--- config.mk ---
export PLATFORM = sky130hd
export DESIGN_NAME = actv_seq_flat
export DESIGN_NICKNAME = d
export VERILOG_FILES = /design/src/rtl/actv_seq_if.sv /design/src/rtl/actv_seq.sv /design/src/flat_wrapper.sv
export SDC_FILE = /design/constraint.sdc
export NUM_CORES = 1
export LEC_CHECK = 0
export ABC_AREA = 1
export BUFFER_PORTS_ARGS = -buffer_cell sky130_fd_sc_hd__buf_2
export CAP_MARGIN = 20
export CORE_MARGIN = 10
export CORE_UTILIZATION = 50
export DETAILED_ROUTE_END_ITERATION = 16
export GPL_ROUTABILITY_DRIVEN = 1
export GPL_TIMING_DRIVEN = 0
export PLACE_DENSITY = 0.88
export SYNTH_ARGS = -nofsm -noshare
export SYNTH_HDL_FRONTEND = slang
export SYNTH_SLANG_ARGS = --single-unit
--- constraint.sdc ---
create_clock -name seq_clk -period 2.94 [get_ports seq_clk]
set_input_delay 0.588 -clock seq_clk [delete_from_list [all_inputs] [get_ports seq_clk]]
set_output_delay 0.588 -clock seq_clk [all_outputs]
set_load 0.01 [all_outputs]
--- src/rtl/actv_seq_if.sv ---
// Beat streams around actv_seq: conv engine -> sequencer, sequencer <-> ReLU unit, sequencer -> consumer.
interface actv_seq_if #(
    parameter int NUM_INPUTS = 4,
    parameter int DATA_WIDTH = 22,
    parameter int ROW_W      = 5,
    parameter int COL_W      = 5
);
    logic                             in_valid_i;
    logic                             in_ready_o;
    logic [NUM_INPUTS*DATA_WIDTH-1:0] in_data_i;
    logic [NUM_INPUTS*DATA_WIDTH-1:0] relu_in_o;
    logic [NUM_INPUTS*DATA_WIDTH-1:0] relu_out_i;
    logic                             out_valid_o;
    logic                             out_ready_i;
    logic [NUM_INPUTS*DATA_WIDTH-1:0] out_data_o;
    logic [ROW_W-1:0]                 out_row_o;
    logic [COL_W-1:0]                 out_col_o;
    logic                             out_last_o;

    modport slave (
        input  in_valid_i,
        input  in_data_i,
        input  relu_out_i,
        input  out_ready_i,
        output in_ready_o,
        output relu_in_o,
        output out_valid_o,
        output out_data_o,
        output out_row_o,
        output out_col_o,
        output out_last_o
    );

    modport master (
        output in_valid_i,
        output in_data_i,
        output relu_out_i,
        output out_ready_i,
        input  in_ready_o,
        input  relu_in_o,
        input  out_valid_o,
        input  out_data_o,
        input  out_row_o,
        input  out_col_o,
        input  out_last_o
    );
endinterface

--- src/rtl/actv_seq.sv ---
// Activation sequencer: conv beats -> 1-cycle external ReLU -> 2-entry tagged output buffer; accept->out_valid 2 cycles.
// in_ready is credit based (buffer occupancy + beat in flight), so output backpressure never overflows the buffer.

module actv_seq_fifo #(
    parameter  int WIDTH = 8,
    parameter  int DEPTH = 2,
    localparam int CNT_W = $clog2(DEPTH + 1),
    localparam int PTR_W = (DEPTH > 1) ? $clog2(DEPTH) : 1
) (
    input  logic             clk,
    input  logic             rst_n,
    input  logic             flush,
    input  logic             push_vld,
    input  logic [WIDTH-1:0] push_dat,
    input  logic             pop_rdy,
    output logic             pop_vld,
    output logic [WIDTH-1:0] pop_dat,
    output logic [CNT_W-1:0] count
);
    logic [WIDTH-1:0] mem_q [DEPTH];
    logic [WIDTH-1:0] mem_d [DEPTH];
    logic [PTR_W-1:0] wr_ptr_q, wr_ptr_d;
    logic [PTR_W-1:0] rd_ptr_q, rd_ptr_d;
    logic [CNT_W-1:0] count_q, count_d;
    logic             pop;

    function automatic logic [PTR_W-1:0] ptr_inc(input logic [PTR_W-1:0] p);
        return (p == PTR_W'(DEPTH - 1)) ? '0 : p + 1'b1;
    endfunction

    assign pop_vld = (count_q != '0);
    assign pop     = pop_vld && pop_rdy;
    // Head is zeroed when empty so the consumer never sees stale beats.
    assign pop_dat = pop_vld ? mem_q[rd_ptr_q] : '0;
    assign count   = count_q;

    always_comb begin
        mem_d    = mem_q;
        wr_ptr_d = wr_ptr_q;
        rd_ptr_d = rd_ptr_q;
        count_d  = count_q;
        if (flush) begin
            wr_ptr_d = '0;
            rd_ptr_d = '0;
            count_d  = '0;
        end else begin
            if (push_vld) begin
                mem_d[wr_ptr_q] = push_dat;
                wr_ptr_d        = ptr_inc(wr_ptr_q);
            end
            if (pop) begin
                rd_ptr_d = ptr_inc(rd_ptr_q);
            end
            count_d = count_q + CNT_W'(push_vld) - CNT_W'(pop);
        end
    end

    always_ff @(posedge clk or negedge rst_n) begin
        if (!rst_n) begin
            for (int i = 0; i < DEPTH; i++) begin
                mem_q[i] <= '0;
            end
            wr_ptr_q <= '0;
            rd_ptr_q <= '0;
            count_q  <= '0;
        end else begin
            mem_q    <= mem_d;
            wr_ptr_q <= wr_ptr_d;
            rd_ptr_q <= rd_ptr_d;
            count_q  <= count_d;
        end
    end
endmodule

module actv_seq #(
    parameter int NUM_INPUTS = 4,
    parameter int DATA_WIDTH = 22,
    parameter int FMAP_W     = 28,
    parameter int FMAP_H     = 28
) (
    input  logic      seq_clk,
    input  logic      seq_rst_b,
    input  logic      start_i,
    input  logic      abort_i,
    output logic      busy_o,
    output logic      done_o,
    actv_seq_if.slave bus
);
    localparam int ROW_W = $clog2(FMAP_H);
    localparam int COL_W = $clog2(FMAP_W);
    localparam int BUS_W = NUM_INPUTS * DATA_WIDTH;

    typedef enum logic [1:0] {IDLE, RUN, DRAIN, DONE} state_t;

    typedef struct packed {
        logic [ROW_W-1:0] row;
        logic [COL_W-1:0] col;
        logic             last;
    } tag_t;

    typedef struct packed {
        logic [BUS_W-1:0] dat;
        tag_t             tag;
    } beat_t;

    state_t           state_q, state_d;
    logic             busy_q, busy_d;
    logic             done_q, done_d;
    logic [ROW_W-1:0] row_q, row_d;
    logic [COL_W-1:0] col_q, col_d;
    logic             inflight_q, inflight_d;
    tag_t             tag_q, tag_d;

    logic             accept;
    logic             push;
    logic             pop;
    logic             fifo_vld;
    logic [1:0]       fifo_cnt;
    logic [2:0]       occ;
    logic             col_end;
    logic             row_end;
    beat_t            push_beat;
    beat_t            head_beat;

    assign col_end = (col_q == COL_W'(FMAP_W - NUM_INPUTS));
    assign row_end = (row_q == ROW_W'(FMAP_H - 1));

    // Occupancy after this cycle's pop, counting the beat still inside the ReLU unit.
    assign pop            = fifo_vld && bus.out_ready_i;
    assign occ            = 3'(fifo_cnt) + 3'(inflight_q) - 3'(pop);
    assign bus.in_ready_o = (state_q == RUN) && (occ < 3'd2);
    assign accept         = bus.in_valid_i && bus.in_ready_o;
    assign bus.relu_in_o  = accept ? bus.in_data_i : '0;

    // ReLU result lands one cycle after acceptance; an abort discards it.
    assign push      = inflight_q && !abort_i;
    assign push_beat = '{dat: bus.relu_out_i, tag: tag_q};

    actv_seq_fifo #(
        .WIDTH ($bits(beat_t)),
        .DEPTH (2)
    ) u_obuf (
        .clk      (seq_clk),
        .rst_n    (seq_rst_b),
        .flush    (abort_i),
        .push_vld (push),
        .push_dat (push_beat),
        .pop_rdy  (bus.out_ready_i),
        .pop_vld  (fifo_vld),
        .pop_dat  (head_beat),
        .count    (fifo_cnt)
    );

    assign bus.out_valid_o = fifo_vld;
    assign bus.out_data_o  = head_beat.dat;
    assign bus.out_row_o   = head_beat.tag.row;
    assign bus.out_col_o   = head_beat.tag.col;
    assign bus.out_last_o  = head_beat.tag.last;
    assign busy_o          = busy_q;
    assign done_o          = done_q;

    always_comb begin
        state_d    = state_q;
        row_d      = row_q;
        col_d      = col_q;
        tag_d      = tag_q;
        inflight_d = accept;

        if (accept) begin
            tag_d = '{row: row_q, col: col_q, last: col_end && row_end};
            if (col_end) begin
                col_d = '0;
                row_d = row_end ? '0 : row_q + 1'b1;
            end else begin
                col_d = col_q + COL_W'(NUM_INPUTS);
            end
        end

        case (state_q)
            IDLE: begin
                if (start_i) begin
                    state_d = RUN;
                    row_d   = '0;
                    col_d   = '0;
                end
            end
            RUN:     if (accept && col_end && row_end) state_d = DRAIN;
            DRAIN:   if (!inflight_q && (fifo_cnt == 2'd0)) state_d = DONE;
            DONE:    state_d = IDLE;
            default: state_d = IDLE;
        endcase

        if (abort_i) begin
            state_d    = IDLE;
            row_d      = '0;
            col_d      = '0;
            inflight_d = 1'b0;
        end

        busy_d = (state_d == RUN) || (state_d == DRAIN);
        done_d = (state_d == DONE);
    end

    always_ff @(posedge seq_clk or negedge seq_rst_b) begin
        if (!seq_rst_b) begin
            state_q    <= IDLE;
            busy_q     <= 1'b0;
            done_q     <= 1'b0;
            row_q      <= '0;
            col_q      <= '0;
            inflight_q <= 1'b0;
            tag_q      <= '0;
        end else begin
            state_q    <= state_d;
            busy_q     <= busy_d;
            done_q     <= done_d;
            row_q      <= row_d;
            col_q      <= col_d;
            inflight_q <= inflight_d;
            tag_q      <= tag_d;
        end
    end
endmodule

--- src/flat_wrapper.sv ---
// flat-port wrapper written by rule: the top's interface ports become plain ports
module actv_seq_flat 
#(
    parameter int NUM_INPUTS = 4,
    parameter int DATA_WIDTH = 22,
    parameter int FMAP_W     = 28,
    parameter int FMAP_H     = 28
)
  (seq_clk, seq_rst_b, start_i, abort_i, busy_o, done_o, bus_in_valid_i, bus_in_data_i, bus_relu_out_i, bus_out_ready_i, bus_in_ready_o, bus_relu_in_o, bus_out_valid_o, bus_out_data_o, bus_out_row_o, bus_out_col_o, bus_out_last_o);
  actv_seq_if #(.NUM_INPUTS(NUM_INPUTS), .DATA_WIDTH(DATA_WIDTH), .ROW_W(5), .COL_W(5)) bus_i ();
  input  logic seq_clk;
  input  logic seq_rst_b;
  input  logic start_i;
  input  logic abort_i;
  output logic busy_o;
  output logic done_o;
  input wire logic [$bits(bus_i.in_valid_i)-1:0] bus_in_valid_i;
  input wire logic [$bits(bus_i.in_data_i)-1:0] bus_in_data_i;
  input wire logic [$bits(bus_i.relu_out_i)-1:0] bus_relu_out_i;
  input wire logic [$bits(bus_i.out_ready_i)-1:0] bus_out_ready_i;
  output wire logic [$bits(bus_i.in_ready_o)-1:0] bus_in_ready_o;
  output wire logic [$bits(bus_i.relu_in_o)-1:0] bus_relu_in_o;
  output wire logic [$bits(bus_i.out_valid_o)-1:0] bus_out_valid_o;
  output wire logic [$bits(bus_i.out_data_o)-1:0] bus_out_data_o;
  output wire logic [$bits(bus_i.out_row_o)-1:0] bus_out_row_o;
  output wire logic [$bits(bus_i.out_col_o)-1:0] bus_out_col_o;
  output wire logic [$bits(bus_i.out_last_o)-1:0] bus_out_last_o;
  assign bus_i.in_valid_i = bus_in_valid_i;
  assign bus_i.in_data_i = bus_in_data_i;
  assign bus_i.relu_out_i = bus_relu_out_i;
  assign bus_i.out_ready_i = bus_out_ready_i;
  assign bus_in_ready_o = bus_i.in_ready_o;
  assign bus_relu_in_o = bus_i.relu_in_o;
  assign bus_out_valid_o = bus_i.out_valid_o;
  assign bus_out_data_o = bus_i.out_data_o;
  assign bus_out_row_o = bus_i.out_row_o;
  assign bus_out_col_o = bus_i.out_col_o;
  assign bus_out_last_o = bus_i.out_last_o;
  actv_seq #(.NUM_INPUTS(NUM_INPUTS), .DATA_WIDTH(DATA_WIDTH), .FMAP_W(FMAP_W), .FMAP_H(FMAP_H)) u_core (.seq_clk(seq_clk), .seq_rst_b(seq_rst_b), .start_i(start_i), .abort_i(abort_i), .busy_o(busy_o), .done_o(done_o), .bus(bus_i));
endmodule
==> results of run 1 <==
## repair_timing
action | 4_1_cts | 5_1_grt
pin swaps | 6 | 6
setup buffers | 10 | 5
endpoints found under the setup margin | 164 | 109
hold endpoints to repair | 0 | 0
gates resized for setup | 83 | 115
cloned | 1 | 2
## layout make-up
| cell class | count | area share, % |
|---|---|---|
| Tap cell | 280 | 2.35 |
| Clock inverter | 10 | 0.664 |
| Multi-Input combinational cell | 893 | 29.0 |
| Clock buffer | 33 | 4.60 |
| Antenna cell | 1 | 0.0168 |
| Timing Repair Buffer | 391 | 15.4 |
| Buffer | 88 | 4.25 |
| Sequential cell | 228 | 38.3 |
| Inverter | 214 | 5.40 |
## critical path: stages, from the launching register on
cell	delay (ps)
sky130_fd_sc_hd__dfrtp_1	410
sky130_fd_sc_hd__nor2_4	130
sky130_fd_sc_hd__inv_2	60
sky130_fd_sc_hd__nand2_4	90
sky130_fd_sc_hd__inv_2	50
sky130_fd_sc_hd__nor2_2	90
sky130_fd_sc_hd__o21ai_2	60
sky130_fd_sc_hd__fa_1	550
sky130_fd_sc_hd__nand2_2	80
sky130_fd_sc_hd__nor2_4	110
sky130_fd_sc_hd__nand3_4	120
sky130_fd_sc_hd__buf_12	170
sky130_fd_sc_hd__clkbuf_16	170
sky130_fd_sc_hd__nor2_4	100
sky130_fd_sc_hd__buf_6	110
## kinds of logic after synthesis
group / Yosys count / synth area share [%]
buf+inv: 302 / 11.8
compound gates: 327 / 15.7
xor+xnor: 2 / 0.160
fa+ha+maj: 7 / 0.868
flops: 228 / 52.1
simple gates: 557 / 19.5
## metrics by stage
stage | instances | hold WS [ps] | worst slack, ps
CTS | 2130 | 148 | -423
global route | 2138 | 165 | -622
detailed placement | 2076 | 469 | -393
global placement | 2075 | 464 | -2460
floorplan | 1423 | 292 | 128
finish | 2138 | 78.2 | -485
## state kept, by name (all words and copies together), names as in the netlist
| register | count |
|---|---|
| u_core.busy_o | 1 |
| u_core.col_q | 5 |
| u_core.done_o | 1 |
| u_core.inflight_q | 1 |
| u_core.push_beat | 11 |
| u_core.row_q | 5 |
| u_core.state_q | 2 |
| u_core.u_obuf.count | 2 |
| u_core.u_obuf.mem_q | 198 |
| u_core.u_obuf.rd_ptr_q | 1 |
| u_core.u_obuf.wr_ptr_q | 1 |
## where the power goes
group	internal, uW	total, uW	leakage, uW	switching [uW]
Clock	1730	2980	0.000388	1250
Sequential	3970	4440	0.00305	473
Combinational	1540	3790	0.00466	2250
Total	7240	11200	0.00810	3980
## cell usage in the layout, fill, tap and decap left out, types with 8 or more instances in the layout
master	netlist	layout
sky130_fd_sc_hd__a21oi_1	107	105
sky130_fd_sc_hd__clkbuf_2	0	8
sky130_fd_sc_hd__nor2_1	112	51
sky130_fd_sc_hd__o21ai_1	62	62
sky130_fd_sc_hd__inv_1	212	210
sky130_fd_sc_hd__nand2_1	426	424
sky130_fd_sc_hd__buf_2	37	364
sky130_fd_sc_hd__o21ai_0	135	134
sky130_fd_sc_hd__o21ai_2	20	21
sky130_fd_sc_hd__nand2_2	10	11
sky130_fd_sc_hd__dfrtp_1	228	227
sky130_fd_sc_hd__nor2_4	0	32
sky130_fd_sc_hd__buf_6	13	46
sky130_fd_sc_hd__buf_4	0	15
sky130_fd_sc_hd__clkbuf_16	0	26
sky130_fd_sc_hd__nor2_2	1	30
sky130_fd_sc_hd__clkbuf_1	34	32
## routing by layer
layer | track usage (%) | wire length (um) | share of wire [%] | up-vias
met5 | 0 | 0 | 0 | -
met4 | 8.18 | 1330 | 3.6 | 0
met3 | 5.84 | 3020 | 8.1 | 91
met2 | 44.4 | 19400 | 52 | 520
met1 | 27.8 | 13400 | 36 | 5269
li1 | - | - | - | 5197
## worst max path at each step
stage,from,endpoint,slack [ps],cells after the start
global placement,seq_rst_b,u_core.u_obuf.mem_q[183],-2460,1
CTS,u_core.u_obuf.count[1],bus_relu_in_o[27],-420,14
floorplan,u_core.u_obuf.count[1],bus_relu_in_o[10],130,12
detailed placement,bus_out_ready_i,bus_relu_in_o[19],-390,12
finish,u_core.u_obuf.count[0],bus_relu_in_o[50],-490,14
global route,u_core.u_obuf.count[0],bus_relu_in_o[26],-620,14
==> results.rst, run 1 <==
.. list-table::
   :header-rows: 1

   * - Metric
     - Value
   * - Master cell of the clock root buffer
     - sky130_fd_sc_hd__clkbuf_16
   * - Ranking of synthesized cells by instance count
     - 426 x sky130_fd_sc_hd__nand2_1, 228 x sky130_fd_sc_hd__dfrtp_1, 212 x sky130_fd_sc_hd__inv_1, 135 x sky130_fd_sc_hd__o21ai_0, 112 x sky130_fd_sc_hd__nor2_1
   * - Post-detailed-route via-to-cell ratio
     - 5.18
   * - Via count of the first global-routing pass
     - 11100
   * - Reg-to-Reg Start
     - u_core.u_obuf.count[0]
   * - Clock slew at the register clock pins of the worst setup and hold paths
     - 60 ps
   * - Gate count after technology mapping
     - 1423
   * - Worst Max-Slew Pin Slew
     - 815 ps
   * - Initial core utilization
     - 50.5%
   * - Violations in the final reports
     - negative setup slack
   * - Final standard cell utilization of the core
     - 68.6%
   * - DR DRC count
     - 0
   * - Post-route cell area
     - 14900 sq um
   * - Maximum fanout along the worst path
     - 8
   * - CP Data Required Time
     - 2350 ps
   * - Top cell type's share of synthesized area
     - 52.1%
   * - Largest net degree at the start of global routing
     - 125
   * - Die X-Extent
     - 168 um
   * - Layout cell share with drive strength beyond 1
     - 32.0%
   * - CTS buffer count
     - 24
   * - Arr. time, crit path
     - 2840 ps
   * - CTS tree
     - done
   * - Placed cell areas
     - 13200 sq um
   * - Hold buffers post-CTS
     - 0
   * - Grt ovf
     - 0
   * - Worst vdd ir
     - 0.352 mV
   * - Reported leakage power
     - 0.00810 uW
   * - Worst hold-check path type
     - input pin to asynchronous set/reset pin
   * - Ports placed on the boundary
     - 373
   * - Syn avg cell area
     - 7.70 sq um
   * - Area enclosed by the die boundary
     - 28200 sq um
   * - Synth warnings
     - 0
   * - Drt first pass iters
     - 5
   * - Critical Setup Path Class
     - flop to output port
   * - Num Clock Sinks
     - 228
   * - Area used by sequential logic in the layout
     - 5710 sq um
   * - Worst R2R End
     - u_core.busy_o
   * - Most instantiated library cell after synthesis
     - sky130_fd_sc_hd__nand2_1
   * - Max-capacitance violation count
     - 0
   * - Post-synthesis register bit count
     - 228
   * - Clock latency on the worst-skew pair
     - 510 ps
   * - PwrDens
     - 754 nW/um^2
   * - DRT antenna net count
     - 0
   * - Final weighted congestion in routability-driven placement
     - 0.904
   * - Initial antenna violation count
     - 1
   * - Portion of the clock cycle consumed by the worst path in the final layout
     - 116%
   * - R2R cell count
     - 14
   * - Final worst slack
     - -485 ps
   * - Number of enable-type register cells in the synthesized netlist
     - 0
   * - H-tree depth
     - 1
   * - Syn Std Cell Area
     - 11000 sq um
   * - Peak Freq
     - 292 MHz
   * - Final critical path time including I/O delays and setup
     - 3430 ps
   * - Area leader, netlist
     - sky130_fd_sc_hd__dfrtp_1
   * - Final setup skew
     - 15.1 ps
   * - Leading register cell type out of synthesis
     - sky130_fd_sc_hd__dfrtp_1
   * - Routed length per instance
     - 17.4 um
   * - Die height
     - 168 um
   * - Worst-case clock buffer depth
     - 3
   * - Area of the core
     - 21700 sq um
   * - Placed wire-length estimate
     - 26400 um
   * - Fill cell instance count of the final layout
     - 1694
   * - DR iter-0 viols
     - 1037
   * - Sort of element at the start of the critical path
     - flop
   * - Asr flop ratio synth
     - 100%
   * - Number of setup violations in the final report
     - 88
   * - Total Nets Final
     - 2029
   * - Result of the run
     - complete, but fails checks
   * - Number of different library cells in the post-synthesis netlist
     - 27
   * - Nature of the critical path endpoint
     - output port
   * - Fin Setup TNS
     - -39920 ps
   * - Seq/Total Area, Yosys
     - 52.1%
   * - First-pass GRT wire length
     - 57500 um
   * - Number of rows created at floorplan
     - 54
   * - Setup slack on the worst flop-to-flop path
     - 210 ps
   * - Final Routed Wirelength
     - 37200 um
   * - Synthesis-to-layout area growth
     - 35.8%
   * - GR Util All Layers
     - 24.6%
   * - IO buf count
     - 372
   * - Tot Pwr
     - 11200 uW
   * - Total via count in the routed design
     - 11100
   * - Post-synthesis net count
     - 1612
   * - Rel. slew slack
     - 45.6%
   * - RSZ-0062 raised after global routing
     - yes
   * - Hold Fails Final Rpt
     - 0
   * - Cell types occupying the most area after synthesis
     - sky130_fd_sc_hd__dfrtp_1 52%, sky130_fd_sc_hd__nand2_1 15%, sky130_fd_sc_hd__inv_1 7.3%
   * - Area of the multi-input gates
     - 4310 sq um
   * - Count of pins over their slew limit
     - 0
No activity file was read; power rests on OpenSTA's default activity.
==> inputs of run 2 (changes only) <==
Settings changed: CELL_PAD_IN_SITES_DETAIL_PLACEMENT set to 1, CELL_PAD_IN_SITES_GLOBAL_PLACEMENT set to 1, CORE_UTILIZATION 50 to 37, CTS_BUF_LIST set to sky130_fd_sc_hd__clkbuf_4, PLACE_DENSITY 0.88 to 0.91.
==> results.rst, run 2 (same netlist as run 1, synthesis figures left out) <==
.. list-table::
   :header-rows: 1

   * - Metric
     - Value
   * - Routed met3 length
     - 2910 um
   * - CP Data Required Time
     - 2350 ps
   * - Max-capacitance violation count
     - 0
   * - Final Routed Wirelength
     - 43200 um
   * - Master cell of the clock root buffer
     - sky130_fd_sc_hd__clkbuf_4
   * - PwrDens
     - 743 nW/um^2
   * - Die height
     - 192 um
   * - Placed wire-length estimate
     - 31500 um
   * - Worst hold-check path type
     - input pin to flop
   * - First-pass GRT wire length
     - 66700 um
   * - Routed length per instance
     - 18.8 um
   * - Final standard cell utilization of the core
     - 50.9%
   * - Highest-count cells in the layout ignoring fill and taps
     - 425 x sky130_fd_sc_hd__nand2_1, 373 x sky130_fd_sc_hd__buf_2, 227 x sky130_fd_sc_hd__dfrtp_1
   * - DR iter-0 viols
     - 423
   * - Sort of element at the start of the critical path
     - flop
   * - Rel. slew slack
     - 40.1%
   * - Clock latency on the worst-skew pair
     - 700 ps
   * - R2R cell count
     - 17
   * - Synthesis-to-layout area growth
     - 34.3%
   * - Arr. time, crit path
     - 3090 ps
   * - GR Util All Layers
     - 22.6%
   * - Number of setup violations in the final report
     - 90
   * - Critical Setup Path Class
     - flop to output port
   * - CTS buffer count
     - 59
   * - Post-route cell area
     - 14700 sq um
   * - Worst-case clock buffer depth
     - 3
   * - H-tree depth
     - 2
   * - Top Metal Used
     - met5
   * - Clock slew at the register clock pins of the worst setup and hold paths
     - 70 ps
   * - Final-layout worst hold slack
     - 136 ps
   * - Total Nets Final
     - 2064
   * - Via count of the first global-routing pass
     - 12600
   * - Reported leakage power
     - 0.00815 uW
   * - Result of the run
     - complete, but fails checks
   * - Area of the core
     - 28900 sq um
   * - Hold Crit Start
     - bus_relu_out_i[44]
   * - Met2 layer wire length in the routed design
     - 22200 um
   * - DRT antenna net count
     - 0
   * - Worst R2R End
     - u_core.busy_o
   * - Drt first pass iters
     - 7
   * - Count of pins over their slew limit
     - 0
   * - Violations in the final reports
     - negative setup slack
   * - Hold Fails Final Rpt
     - 0
   * - Final critical path time including I/O delays and setup
     - 3680 ps
   * - Ports placed on the boundary
     - 373
   * - Portion of the clock cycle consumed by the worst path in the final layout
     - 125%
   * - RSZ-0062 raised after global routing
     - yes
   * - Commonest non-fill, non-tap cell in the layout
     - sky130_fd_sc_hd__nand2_1
   * - Worst vdd ir
     - 0.297 mV
   * - Placed cell areas
     - 13300 sq um
   * - Setup slack on the worst flop-to-flop path
     - -20 ps
   * - Reg-to-Reg Start
     - u_core.u_obuf.count[0]
   * - Grt ovf
     - 0
   * - Worst min-delay path endpoint
     - u_core.u_obuf.mem_q[154]
   * - Num Clock Sinks
     - 228
   * - CTS tree
     - done
   * - Maximum fanout along the worst path
     - 10
   * - Post-detailed-route via-to-cell ratio
     - 4.91
   * - Peak Freq
     - 272 MHz
   * - Flip-flop count of the largest register after layout
     - 198
   * - Initial core utilization
     - 37.9%
   * - IO buf count
     - 372
   * - Die X-Extent
     - 192 um
   * - Worst Max-Slew Pin Slew
     - 899 ps
   * - DR DRC count
     - 0
   * - Total via count in the routed design
     - 11300
   * - Top reg by flops
     - u_core.u_obuf.mem_q
   * - Initial antenna violation count
     - 2
   * - Count of cells along the worst hold path
     - 3
   * - Final setup skew
     - 55.7 ps
   * - Final weighted congestion in routability-driven placement
     - 0.900
   * - Number of rows created at floorplan
     - 62
   * - Area enclosed by the die boundary
     - 36900 sq um
   * - Largest net degree at the start of global routing
     - 117
   * - Nature of the critical path endpoint
     - output port
   * - Final worst slack
     - -743 ps
   * - Total routed wire length on the met1 layer
     - 16600 um
   * - Layout cell share with drive strength beyond 1
     - 33.2%
## run 2: changes by cell type in the layout (fill, tap and decap cells not counted), sizes merged
cell	delta
clkbuf	+47
clkinv	+10
dlygate4sd3	+1
buf	+5
inv	-2
bufinv	-1
## run 2: routing by layer
layer  track usage, %  vias up
li1                 -     5303
met1             25.3     5530
met2             40.3      385
met3             5.42       86
met4             8.91        2
met5                0        -
## run 2: where the power goes
| group | internal, uW | total, uW | leakage (uW) | switching [uW] |
|---|---|---|---|---|
| Clock | 1330 | 2660 | 0.000428 | 1330 |
| Combinational | 1500 | 3820 | 0.00467 | 2320 |
| Sequential | 3970 | 4460 | 0.00305 | 489 |
## run 2: final cells by class
cell class | instances | area, sq um
well taps | 384 | 480
clock inverters | 17 | 75.1
inverters | 214 | 803
repair buffers | 392 | 2160
plain buffers | 87 | 666
multi-input cells | 893 | 4180
fillers | 3707 | 14200
flip-flops and latches | 228 | 5710
diodes | 1 | 2.50
clock buffers | 86 | 646
## run 2: how the worst max path moves through the flow
stage               slack (ps)              startpoint  depth (start not counted)                       end
floorplan                  130  u_core.u_obuf.count[1]                         12         bus_relu_in_o[10]
global placement         -2620               seq_rst_b                          1  u_core.u_obuf.mem_q[180]
detailed placement        -720         bus_out_ready_i                         12          bus_relu_in_o[4]
CTS                       -740  u_core.u_obuf.count[1]                         14          bus_relu_in_o[4]
global route              -900  u_core.u_obuf.count[0]                         14         bus_relu_in_o[73]
finish                    -740  u_core.u_obuf.count[0]                         14         bus_relu_in_o[73]
## run 2: metrics by stage
stage,setup slack (ps),std cells,power [uW],TNS (ps)
floorplan,128,1423,6420,0
global placement,-2620,2179,7690,-619470
detailed placement,-718,2180,7900,-34800
CTS,-740,2295,10800,-60530
global route,-899,2302,11700,-75550
finish,-743,2302,10900,-60250
## run 2: worst max-delay path, cell delays in order, from the launching register on
cell                      delay [ps]
sky130_fd_sc_hd__dfrtp_1         420
sky130_fd_sc_hd__nor2_4          150
sky130_fd_sc_hd__inv_2            60
sky130_fd_sc_hd__nand2_4          90
sky130_fd_sc_hd__inv_2            50
sky130_fd_sc_hd__nor2_2          110
sky130_fd_sc_hd__o21ai_2          80
sky130_fd_sc_hd__fa_1            550
sky130_fd_sc_hd__nand2_1          80
sky130_fd_sc_hd__nor2_2          110
sky130_fd_sc_hd__nand3_2         120
sky130_fd_sc_hd__buf_8           170
sky130_fd_sc_hd__buf_8           140
sky130_fd_sc_hd__nor2_1          120
sky130_fd_sc_hd__buf_2           160
## run 2: timing repair
action,4_1_cts,5_1_grt
hold buffers,1,0
gates resized for setup,83,94
setup buffers,10,6
gates cloned,1,1
endpoints found under the setup margin,189,177
endpoints found under the hold margin,43,0
pin swaps,11,10
